--- src/rtl/axi_bram2axis.sv ---
// axi_bram2axis: reads BRAM words 0..depth-1 and emits them as one AXI4-Stream
// packet, tlast on the final beat. Reads are credit-limited against a small
// output FIFO, so the fixed BRAM latency and downstream stalls never lose data.
//
// Handshake: a beat transfers on a cycle where m_axis_tvalid && m_axis_tready.
// tvalid never drops and tdata/tlast never change while tvalid && !tready.
module axi_bram2axis #(
  parameter int AXI_DATA_WIDTH      = 128,
  parameter int AXI_XFER_SIZE_WIDTH = 32,
  parameter int BRAM_ADDR_WIDTH     = 32,
  parameter int BRAM_DATA_WIDTH     = 128,
  parameter int BRAM_DELAY          = 2,
  parameter int FIFO_DEPTH          = 8
) (
  input  logic                           clk,
  input  logic                           rst,
  input  logic                           i_b2as_start,
  output logic                           o_b2as_done,
  input  logic [AXI_XFER_SIZE_WIDTH-1:0] i_b2as_data_size_bytes,
  output logic                           o_b2as_rden,
  output logic [BRAM_ADDR_WIDTH-1:0]     o_b2as_rdaddr,
  input  logic [BRAM_DATA_WIDTH-1:0]     i_b2as_rddata,
  output logic                           m_axis_tvalid,
  input  logic                           m_axis_tready,
  output logic [AXI_DATA_WIDTH-1:0]      m_axis_tdata,
  output logic                           m_axis_tlast,
  output logic [1:0]                     dbg_state
);

  localparam int XW = AXI_XFER_SIZE_WIDTH;
  localparam int AW = BRAM_ADDR_WIDTH;
  localparam int DW = BRAM_DATA_WIDTH;
  localparam int D  = BRAM_DELAY;
  localparam int PW = $clog2(FIFO_DEPTH) + 1;
  localparam int IW = PW - 1;

  typedef enum logic [1:0] {S_IDLE, S_READ, S_DRAIN} state_t;

  state_t          state;
  logic [AW:0]     depth;
  logic [AW:0]     issued;
  logic [AW:0]     inflight;
  logic [AW-1:0]   rdaddr_q;
  logic [D-1:0]    sr_vld;
  logic [D-1:0]    sr_last;
  logic [DW:0]     mem [FIFO_DEPTH];
  logic [PW-1:0]   wptr;
  logic [PW-1:0]   rptr;
  logic [PW-1:0]   fifo_count;
  logic            fifo_empty;
  logic            fifo_full;
  logic [DW:0]     fifo_head;
  logic [XW+2:0]   size_bits;
  logic [XW+2:0]   depth_words;
  logic [AW:0]     depth_calc;
  logic [AW+1:0]   occupancy;
  logic            credit_ok;
  logic            rd_fire;
  logic            tag_last;
  logic            push;
  logic            pop;

  // Byte count to whole BRAM words; a partial trailing word is dropped.
  assign size_bits   = {i_b2as_data_size_bytes, 3'b000};
  assign depth_words = size_bits / (XW+3)'(DW);
  assign depth_calc  = (AW+1)'(depth_words);

  // FIFO bookkeeping: pointers carry a wrap bit above the index.
  assign fifo_count = wptr - rptr;
  assign fifo_empty = (wptr == rptr);
  assign fifo_full  = (wptr[IW] != rptr[IW]) && (wptr[IW-1:0] == rptr[IW-1:0]);
  assign fifo_head  = mem[rptr[IW-1:0]];

  // A read is only issued if its data is guaranteed a FIFO slot on arrival.
  assign occupancy = {1'b0, inflight} + (AW+2)'(fifo_count);
  assign credit_ok = occupancy < (AW+2)'(FIFO_DEPTH);
  assign rd_fire   = (state == S_READ) && (issued < depth) && credit_ok;
  assign tag_last  = ({1'b0, rdaddr_q} == (depth - (AW+1)'(1)));

  assign push = sr_vld[D-1];
  assign pop  = !fifo_empty && m_axis_tready;

  assign o_b2as_done   = (state == S_IDLE);
  assign o_b2as_rden   = rd_fire;
  assign o_b2as_rdaddr = rdaddr_q;
  assign m_axis_tvalid = !fifo_empty;
  assign m_axis_tdata  = fifo_empty ? '0 : fifo_head[DW-1:0];
  assign m_axis_tlast  = !fifo_empty && fifo_head[DW];
  assign dbg_state     = state;

  // Control FSM: latch depth on start, walk read addresses, wait for the drain.
  always_ff @(posedge clk) begin
    if (rst) begin
      state    <= S_IDLE;
      depth    <= '0;
      issued   <= '0;
      rdaddr_q <= '0;
    end else begin
      case (state)
        S_IDLE: begin
          if (i_b2as_start) begin
            depth    <= depth_calc;
            issued   <= '0;
            rdaddr_q <= '0;
            state    <= S_READ;
          end
        end
        S_READ: begin
          if (rd_fire) begin
            issued <= issued + (AW+1)'(1);
            // Hold the final address once the last read has gone out.
            if ((issued + (AW+1)'(1)) < depth) rdaddr_q <= rdaddr_q + AW'(1);
          end
          if ((issued + (AW+1)'(rd_fire)) >= depth) state <= S_DRAIN;
        end
        S_DRAIN: begin
          // Leave as the last buffered beat is accepted so done follows it directly.
          if (inflight == '0 && (fifo_empty || (fifo_count == PW'(1) && pop)))
            state <= S_IDLE;
        end
        default: state <= S_IDLE;
      endcase
    end
  end

  // Read tags travel alongside the BRAM latency; in-flight count feeds the credit check.
  always_ff @(posedge clk) begin
    if (rst) begin
      sr_vld   <= '0;
      sr_last  <= '0;
      inflight <= '0;
    end else begin
      sr_vld[0]  <= rd_fire;
      sr_last[0] <= rd_fire && tag_last;
      for (int i = 1; i < D; i++) begin
        sr_vld[i]  <= sr_vld[i-1];
        sr_last[i] <= sr_last[i-1];
      end
      inflight <= inflight + (AW+1)'(rd_fire) - (AW+1)'(push);
    end
  end

  // FIFO pointers; push and pop may coincide at any occupancy.
  always_ff @(posedge clk) begin
    if (rst) begin
      wptr <= '0;
      rptr <= '0;
    end else begin
      if (push) wptr <= wptr + PW'(1);
      if (pop)  rptr <= rptr + PW'(1);
    end
  end

  // FIFO storage: arriving BRAM word with its last tag.
  always_ff @(posedge clk) begin
    if (push) mem[wptr[IW-1:0]] <= {sr_last[D-1], i_b2as_rddata};
  end

endmodule

--- config.mk ---
export PLATFORM = sky130hd
export DESIGN_NAME = axi_bram2axis
export DESIGN_NICKNAME = d
export VERILOG_FILES = /design/src/rtl/axi_bram2axis.sv
export SDC_FILE = /design/constraint.sdc
export NUM_CORES = 1
export LEC_CHECK = 0
export ABC_CLOCK_PERIOD_IN_PS = 21300
export CAP_MARGIN = 0
export CORE_ASPECT_RATIO = 1.25
export CORE_UTILIZATION = 41
export CTS_BUF_LIST = sky130_fd_sc_hd__clkbuf_8 sky130_fd_sc_hd__clkbuf_16
export CTS_CLUSTER_SIZE = 24
export DETAILED_ROUTE_END_ITERATION = 12
export PLACE_DENSITY_LB_ADDON = 0.25
export SYNTH_ARGS = -nofsm -noshare
export SYNTH_HDL_FRONTEND = slang
export SYNTH_SLANG_ARGS = --single-unit
--- constraint.sdc ---
create_clock -name clk -period 21.3 [get_ports clk]
set_input_delay 4.26 -clock clk [delete_from_list [all_inputs] [get_ports clk]]
set_output_delay 4.26 -clock clk [all_outputs]
set_load 0.1 [all_outputs]
==> flow_summary_export.csv, run 1 <==
group,metric,value,unit
floorplanning,die_area,127000,sq um
detailed_routing,routed_wl,123000,microns
placement,hpwl,72900,microns
critical_path,cp_data_required_time,17.04,ns
critical_path,worstSetupPathType,"reg -> out",
layout,synthToLayoutAreaGrowth,17.5,%
synthesis,synth_xor_area_share,2.22,%
placement,gp_congestion,0.843,
critical_path,reg2reg_from,"wptr[1]",
synthesis,yosys-mux-area-fraction,14.1,%
clocking,cts_tree,"yes",
floorplanning,core,124000,sq um
layout,most-common-layout-cells,"edfxtp_1, clkdlybuf4s50_1, nor2_1",
layout,drive_gt1_share,13.5,%
critical_path,crit_slowest_cell,"clkdlybuf4s50_1",
job,max_cap_violations,0,
min_path,holdPathEnd,"sr_vld[1]",
synthesis,synth_area_per_cell,15.8,sq um
power_and_ir_drop,power_per_cell_area,86.4,nW/um^2
timing,tns,0,ns
critical_path,r2r-end,"dbg_state[0]",
timing,period_needed,10.90,ns
timing,rsz0062_at_grt,"no",
clocking,cts_setup_buffers,0,
floorplanning,initial_core_util,41.5,%
power_and_ir_drop,p_sw_share,24.3,%
synthesis,synth_area,51300,sq um
power_and_ir_drop,peakVddDrop,0.0876,mV
power_and_ir_drop,leakage,19.6,nW
clocking,clock_latency,0.73,ns
detailed_routing,num_vias,29111,
synthesis,synth_edf_count,1032,
floorplanning,io_pins,330,
min_path,hp-start,"sr_vld[0]",
timing,maxSlewHeadroom,19.9,%
critical_path,cp.arrival,6.64,ns
synthesis,synth_cells,3256,
synthesis,yosysUniqueCellTypes,74,
placement,port_buffers,325,
synthesis,synth_top_family_by_area,"multiplexers",
floorplanning,row_count,144,
layout,design_area,60300,sq um
status,status,"finished clean",
synthesis,ys_ff_latch,1175,
floorplanning,dieHeight,397,microns
critical_path,startpoint_type,"flop",
detailed_routing,drcViolationCount,0,
detailed_routing,wl_per_cell,23.2,microns
power_and_ir_drop,p_clk_share,39.3,%
timing,fin_ws,10.40,ns
clocking,clock-sinks,1175,
clocking,numCtsBuffers,117,
clocking,cts_hold_buf,0,
grt,grt_overflow_total,0,
power_and_ir_drop,p_int,3.94,mW
critical_path,ff2ff_path_depth,29,
synthesis,ys_warn_count,0,
timing,clock_skew,0.0414,ns
layout,n_antenna_cell,0,
timing,setup_viol,0,
synthesis,synthSimpleGateAreaFrac,6.93,%
grt,antenna_found_initial,16,
critical_path,path_max_fanout,12,
timing,post-route-period-util,51.2,%
power_and_ir_drop,seqPwrFrac,49.4,%
grt,grt_start_max_net_pins,121,
power_and_ir_drop,combPwrFrac,11.4,%
clocking,cts_root_buffer,"clkbuf_16",
critical_path,r2r_slack,12.70,ns
clocking,path_clk_slew,0.06,ns
layout,nets,3919,
clocking,cts_resized,0,
power_and_ir_drop,total_power,5.21,mW
critical_path,cpPeakStageDelay,1.18,ns
timing,slew_violations,0,
power_and_ir_drop,power.switching,1.26,mW
timing,max_freq,91.7,MHz
grt,grt_pass1_wl,185000,microns
clocking,clockBufferDepth,3,
floorplanning,die_w,318,microns
layout,final_common_cell,"edfxtp_1",
detailed_routing,via_per_inst,5.51,
detailed_routing,dr.first_iter.drc_count,2107,
detailed_routing,ant_nets,0,
synthesis,synth_seq_area_share,66.0,%
grt,grt_pass1_vias,29844,
min_path,hold_path_depth,1,
min_path,hold_path.class,"reg -> reg",
clocking,htree_num_levels,3,
critical_path,crit_chain,"ha_1, a21o_1, a21o_1, xnor2_1, ha_1, a21boi_1, o211ai_2, or4_4, a2111oi_4, nand4_2, or3_1, inv_1, buf_4, clkdlybuf4s50_1",
timing,tightest_slew,1.20,ns
critical_path,crit_path_end_kind,"output pin",
placement,place_ws,11.11,ns
detailed_routing,first_pass_iters,5,
synthesis,synthFlopType,"edfxtp_1",
placement,placed_area,56400,sq um
timing,finalHoldViolCount,0,
synthesis,synthArstFlopShare,0,%
grt,track_usage,19.3,%
synthesis,synth-compound-area-share,4.63,%
synthesis,synth_adder_area_share,4.25,%
synthesis,syn_nets,3593,
[power by group through the flow]
stage / Sequential (mW) / Combinational, mW / Clock [mW]
6_report: 2.57 / 0.593 / 2.04
5_1_grt: 2.57 / 0.667 / 2.18
4_1_cts: 2.57 / 0.595 / 2.10
3_5_place_dp: 2.62 / 0.591 / 0
3_3_place_gp: 2.62 / 0.585 / 0
2_1_floorplan: 2.61 / 0.421 / 0
[cells by family after synthesis]
kind of cell,count (synthesis)
flops,1175
fa+ha+maj,173
buf+inv,253
compound gates,378
mux,399
simple gates,748
xor+xnor,130
[worst max-delay path, delay by kind of cell, from the launching register on]
family,cells,cell delay [ns]
buffers and inverters,3,1.57
and+or+nand+nor,3,1.29
xor gates and xnor gates,1,0.18
adders and majority gates,2,0.65
AOI/OAI and AO/OA,5,1.68
DFF,1,0.55
[layout make-up]
cell class              instances  area [sq um]
clock inverters               100           920
multi-input cells            1828         16500
inverters                      93           349
repair buffers                367          3630
well taps                    1606          2010
flip-flops and latches       1175         33900
fillers                     10588         63300
clock buffers                 118          2950
[through the flow]
stage	instances	util, %	hold WS [ns]
finish	5287	48.8	0.465
global route	5287	48.8	0.477
detailed placement	5069	45.6	0.445
floorplan	3256	-	0.414
global placement	5069	45.6	0.437
CTS	5287	48.8	0.470
[Yosys cell counts (11+ instances only)]
master	count	area (sq um)
ha_1	171	2140
a21o_1	32	240
nand2b_1	20	125
nand2_1	151	567
nor2b_1	18	113
nor2_1	288	1080
o21ai_0	87	435
xnor2_1	79	692
xor2_1	51	447
or3_1	20	125
nor4_1	24	150
a31oi_1	18	113
clkbuf_1	108	405
nand4_1	34	213
and3_1	25	156
dfxtp_1	143	2860
mux2i_1	138	1380
o31ai_1	21	158
o21bai_1	11	82.6
and2_1	15	93.8
nor3_1	41	205
a21oi_1	116	581
edfxtp_1	1032	31000
o22ai_1	13	81.3
inv_1	93	349
mux4_2	258	5810
buf_1	42	158
nand3_1	64	320
[state kept, by name, indices dropped and copies added, names as in the netlist, named ones only]
signal and count:
dbg_state 2, depth 28, inflight 33, issued 33
mem 1032, o_b2as_rdaddr 32, rptr 4, sr_last 2
sr_vld 2, wptr 4
[worst max path at each step]
| stage | from | to | depth (start not counted) |
|---|---|---|---|
| after floorplan | sr_vld[1] | mem[0][0] | 2 |
| after global placement | wptr[1] | o_b2as_rden | 14 |
| after detailed placement | wptr[1] | o_b2as_rden | 14 |
| after CTS | wptr[1] | o_b2as_rden | 14 |
| after global routing | wptr[1] | o_b2as_rden | 14 |
| final | wptr[1] | o_b2as_rden | 14 |
[routing by layer]
layer | up-vias | GRT usage (%) | routed length (microns)
met5 | - | 0 | 220
li1 | 13341 | - | -
met2 | 700 | 32.5 | 60000
met4 | 32 | 5.86 | 3230
met3 | 206 | 4.79 | 7780
met1 | 14832 | 24.6 | 51700
No activity file was read; power rests on OpenSTA's default activity.
==> run 2, diff against run 1 <==
- ABC_CLOCK_PERIOD_IN_PS: 21300 -> 10700
- clock period: 21.3 -> 10.7 ns (I/O delays scaled with it)
==> run 2 against run 1 <==
Compared with the run above: register-to-register slack worse by 10 ns; worst setup slack worse by 8.6 ns; critical path type unchanged; combinational power up 99%; flip-flop and latch count unchanged.
==> flow_summary_export.csv, run 2 (synthesis gave the netlist of run 1 again) <==
group,metric,value,unit
critical_path,crit_chain,"inv_1, ha_1, a21o_1, a21o_1, xnor2_1, ha_1, a21boi_1, o211ai_2, or4_4, a2111oi_4, nand4_2, or3_1, inv_1, buf_4, clkdlybuf4s50_1",
timing,slew_violations,0,
placement,placed_area,56400,sq um
placement,hpwl,75400,microns
grt,antenna_found_initial,22,
critical_path,crit_path_end_kind,"output pin",
power_and_ir_drop,peakVddDrop,0.154,mV
grt,track_usage,19.8,%
clocking,cts_setup_buffers,0,
power_and_ir_drop,power_per_cell_area,171,nW/um^2
timing,period_needed,8.95,ns
critical_path,path_max_fanout,12,
floorplanning,row_count,144,
clocking,htree_num_levels,3,
clocking,cts_tree,"yes",
detailed_routing,num_vias,29251,
job,max_cap_violations,0,
layout,design_area,60200,sq um
floorplanning,die_w,318,microns
timing,setup_viol,0,
clocking,numCtsBuffers,117,
detailed_routing,drcViolationCount,0,
detailed_routing,routed_wl,125000,microns
floorplanning,io_pins,330,
grt,grt_pass1_wl,189000,microns
detailed_routing,first_pass_iters,5,
timing,finalHoldViolCount,0,
timing,maxSlewHeadroom,20.7,%
layout,drive_gt1_share,13.5,%
timing,max_freq,112,MHz
critical_path,startpoint_type,"flop",
clocking,clockBufferDepth,3,
placement,port_buffers,325,
layout,nets,3921,
status,status,"finished clean",
timing,rsz0062_at_grt,"no",
critical_path,cpPeakStageDelay,1.15,ns
detailed_routing,via_per_inst,5.53,
timing,tightest_slew,1.19,ns
timing,post-route-period-util,83.6,%
layout,most-common-layout-cells,"edfxtp_1, clkdlybuf4s50_1, nor2_1",
grt,grt_overflow_total,0,
grt,grt_start_max_net_pins,121,
critical_path,crit_slowest_cell,"clkdlybuf4s50_1",
grt,grt_pass1_vias,30227,
placement,gp_congestion,0.854,
clocking,clock_latency,0.77,ns
detailed_routing,dr.first_iter.drc_count,2073,
detailed_routing,ant_nets,0,
floorplanning,initial_core_util,41.5,%
layout,synthToLayoutAreaGrowth,17.5,%
clocking,path_clk_slew,0.07,ns
clocking,cts_hold_buf,0,
power_and_ir_drop,total_power,10.3,mW
floorplanning,die_area,127000,sq um
layout,largest_reg_flops,1032,
min_path,hold_path.class,"reg -> reg",
detailed_routing,wl_per_cell,23.6,microns
critical_path,cp_data_required_time,8.56,ns
clocking,cts_root_buffer,"clkbuf_16",
clocking,cts_resized,0,
floorplanning,dieHeight,397,microns
timing,tns,0,ns
floorplanning,core,124000,sq um
timing,clock_skew,0.0909,ns
critical_path,cp.arrival,6.81,ns
layout,final_common_cell,"edfxtp_1",
power_and_ir_drop,leakage,19.5,nW
layout,final-instance-count-excl-fill,5294,
critical_path,worstSetupPathType,"reg -> out",
placement,place_inst,5071,
clocking,clock-sinks,1175,
run 2: changes by cell type in the layout (fill, tap and decap cells not counted), sizes merged:
cell / delta
inv: -6
diode: +2
buf: +2
clkinvlp: -3
clkbuf: +2
clkinv: +15
bufinv: -5
run 2: report_power, final:
group          leakage [nW]  internal, mW  switching (mW)  total (mW)
clock                  1.92          2.22            1.79        4.01
combinational          7.17         0.496           0.686        1.18
sequential             10.5          5.03          0.0871        5.12
run 2: stage by stage:
| stage | worst slack, ns | hold slack (ns) | utilization [%] |
|---|---|---|---|
| CTS | 1.71 | 0.468 | 48.7 |
| global placement | 2.55 | 0.429 | 45.7 |
| floorplan | 0.690 | 0.414 | - |
| finish | 1.75 | 0.468 | 48.7 |
| detailed placement | 2.47 | 0.442 | 45.7 |
| global route | 1.48 | 0.475 | 48.7 |
run 2: worst paths after layout:
| check | from | endpoint | slack, ns | cells past startpoint |
|---|---|---|---|---|
| min | sr_vld[0] | sr_vld[1] | 0.47 | 1 |
| min reg2reg | sr_vld[0] | sr_vld[1] | 0.47 | 1 |
| max | rptr[1] | o_b2as_rden | 1.75 | 15 |
| max reg2reg | rptr[1] | dbg_state[0] | 2.42 | 29 |
run 2: worst max-delay path, delay by kind of cell (launching register included):
family | cells | cell delay, ns
adder cells (fa/ha/maj) | 2 | 0.62
XOR/XNOR | 1 | 0.17
flip-flops | 1 | 0.42
AND/OR/NAND/NOR | 3 | 1.29
buffers and inverters | 4 | 1.81
AO/OA/AOI/OAI | 5 | 1.73
run 2: area by class of cell:
| cell class | count | area [sq um] |
|---|---|---|
| clock buffer | 120 | 2980 |
| clock inverter | 101 | 813 |
| multi-input combinational | 1828 | 16500 |
| tap | 1606 | 2010 |
| inverter | 93 | 349 |
| fill | 10508 | 63400 |
| timing repair buffer | 369 | 3680 |
| sequential | 1175 | 33900 |
| antenna | 2 | 5.00 |
run 2: per-layer routing:
layer	track usage, %	wire length (microns)	vias up
met5	0	242	-
met4	6.44	3260	38
met3	4.68	7670	242
met2	33.7	61600	731
met1	24.9	52300	14888
li1	-	-	13352
==> run 3, diff against run 2 <==
- ABC_CLOCK_PERIOD_IN_PS: 10700 -> 8600
- clock period: 10.7 -> 8.6 ns (I/O delays scaled with it)
==> run 3 against run 2 <==
Compared with the run above: critical endpoint is now dbg_state[0]; critical path type is now reg -> reg; register-to-register slack worse by 1.3 ns; global-route usage shrank 0.29 points; count of clock-buffer cells in the layout rose by 1; final cell count is 0.32% lower; first-iteration DRC count down 14%; routed wire length is 0.98% lower; clock skew decreased by 0.048 ns; clock power grew 23%; highest routed layer unchanged; sequential power rose by 24%; via count is 0.76% lower.
==> flow_summary_export.csv, run 3 (synthesis gave the netlist of run 1 again) <==
group,metric,value,unit
timing,period_needed,7.48,ns
critical_path,cp_data_required_time,9.19,ns
layout,largest_reg_flops,1032,
grt,grt_pass1_vias,29787,
layout,fill_cells,10534,
critical_path,cpPeakStageDelay,0.60,ns
critical_path,crit_buf_inv,3,
critical_path,path_max_fanout,12,
status,status,"finished clean",
detailed_routing,dr.first_iter.drc_count,1788,
timing,clock_skew,0.0431,ns
placement,gp_congestion,0.852,
grt,grt_pass1_wl,186000,microns
floorplanning,io_pins,330,
clocking,clock_latency,0.72,ns
timing,finalHoldViolCount,0,
clocking,path_clk_slew,0.07,ns
placement,hpwl,72900,microns
clocking,cts_tree,"yes",
grt,grt_overflow_total,0,
timing,rsz0062_at_grt,"no",
min_path,hold_path.class,"reg -> reg",
grt,antenna_found_initial,27,
job,max_cap_violations,0,
clocking,cts_resized,0,
critical_path,startpoint_type,"flop",
detailed_routing,num_vias,29028,
clocking,clockBufferDepth,3,
clocking,clock-sinks,1175,
power_and_ir_drop,power_per_cell_area,212,nW/um^2
power_and_ir_drop,peakVddDrop,0.189,mV
floorplanning,dieHeight,397,microns
placement,placed_area,56500,sq um
layout,most-common-layout-cells,"edfxtp_1, clkdlybuf4s50_1, nor2_1",
clocking,cts_root_buffer,"clkbuf_16",
critical_path,worstSetupPathType,"reg -> reg",
detailed_routing,ant_nets,0,
timing,setup_viol,0,
grt,track_usage,19.5,%
timing,tightest_slew,1.19,ns
floorplanning,core,124000,sq um
timing,slew_violations,0,
layout,nets,3910,
critical_path,cpLargestDelayFamily,"simple AND/OR/NAND/NOR gates",
layout,final_util,48.7,%
timing,worst_hold_slack,0.462,ns
power_and_ir_drop,total_power,12.8,mW
clocking,htree_num_levels,3,
placement,port_buffers,325,
timing,tns,0,ns
critical_path,crit_path_end_kind,"flop",
clocking,numCtsBuffers,114,
layout,synthToLayoutAreaGrowth,17.4,%
timing,post-route-period-util,87.0,%
layout,drive_gt1_share,13.2,%
detailed_routing,via_per_inst,5.50,
critical_path,crit_slowest_cell,"dfxtp_1",
floorplanning,row_count,144,
layout,final_common_cell,"edfxtp_1",
clocking,cts_setup_buffers,0,
power_and_ir_drop,leakage,19.5,nW
grt,grt_start_max_net_pins,131,
timing,maxSlewHeadroom,20.7,%
layout,design_area,60200,sq um
timing,max_freq,134,MHz
clocking,cts_hold_buf,0,
floorplanning,initial_core_util,41.5,%
detailed_routing,routed_wl,124000,microns
critical_path,worst_path_most_repeated_cell,"ha_1",
critical_path,cp.arrival,8.08,ns
detailed_routing,drcViolationCount,0,
floorplanning,die_area,127000,sq um
detailed_routing,first_pass_iters,5,
detailed_routing,wl_per_cell,23.5,microns
floorplanning,die_w,318,microns
[run 3: cell type report]
cell class	instances	area, sq um	share of cell area [%]
sequential	1175	33900	56.2
multi-input combinational	1828	16600	27.5
timing repair buffer	361	3680	6.11
clock buffer	121	2980	4.95
tap	1606	2010	3.34
clock inverter	90	767	1.27
inverter	93	349	0.580
antenna	3	7.51	0.0125
[run 3: per-layer routing]
metal | part of all wire, % | vias to the layer above | global-route usage (%)
met5 | 0.27 | - | 0
met4 | 2.3 | 48 | 5.63
met3 | 6.3 | 217 | 5.29
met2 | 50 | 625 | 33.5
met1 | 42 | 14820 | 24.1
li1 | - | 13318 | -
[run 3: path summary, 6_finish.rpt]
kind / startpoint / endpoint / slack [ns] / cells after the start
hold / removal: sr_vld[0] / sr_vld[1] / 0.46 / 1
setup reg to reg: wptr[1] / dbg_state[0] / 1.12 / 30
setup / recovery: wptr[1] / dbg_state[0] / 1.12 / 30
hold reg to reg: sr_vld[0] / sr_vld[1] / 0.46 / 1
[run 3: metrics by stage]
| step | setup slack, ns | instances |
|---|---|---|
| floorplan | 1.66 | 3256 |
| global placement | 1.17 | 5063 |
| detailed placement | 1.15 | 5063 |
| CTS | 1.12 | 5274 |
| global route | 0.669 | 5276 |
| finish | 1.12 | 5277 |
[run 3: power breakdown]
part,switching (mW),internal [mW],total [mW]
Sequential,0.107,6.26,6.37
Combinational,0.847,0.624,1.47
Clock,2.16,2.78,4.93
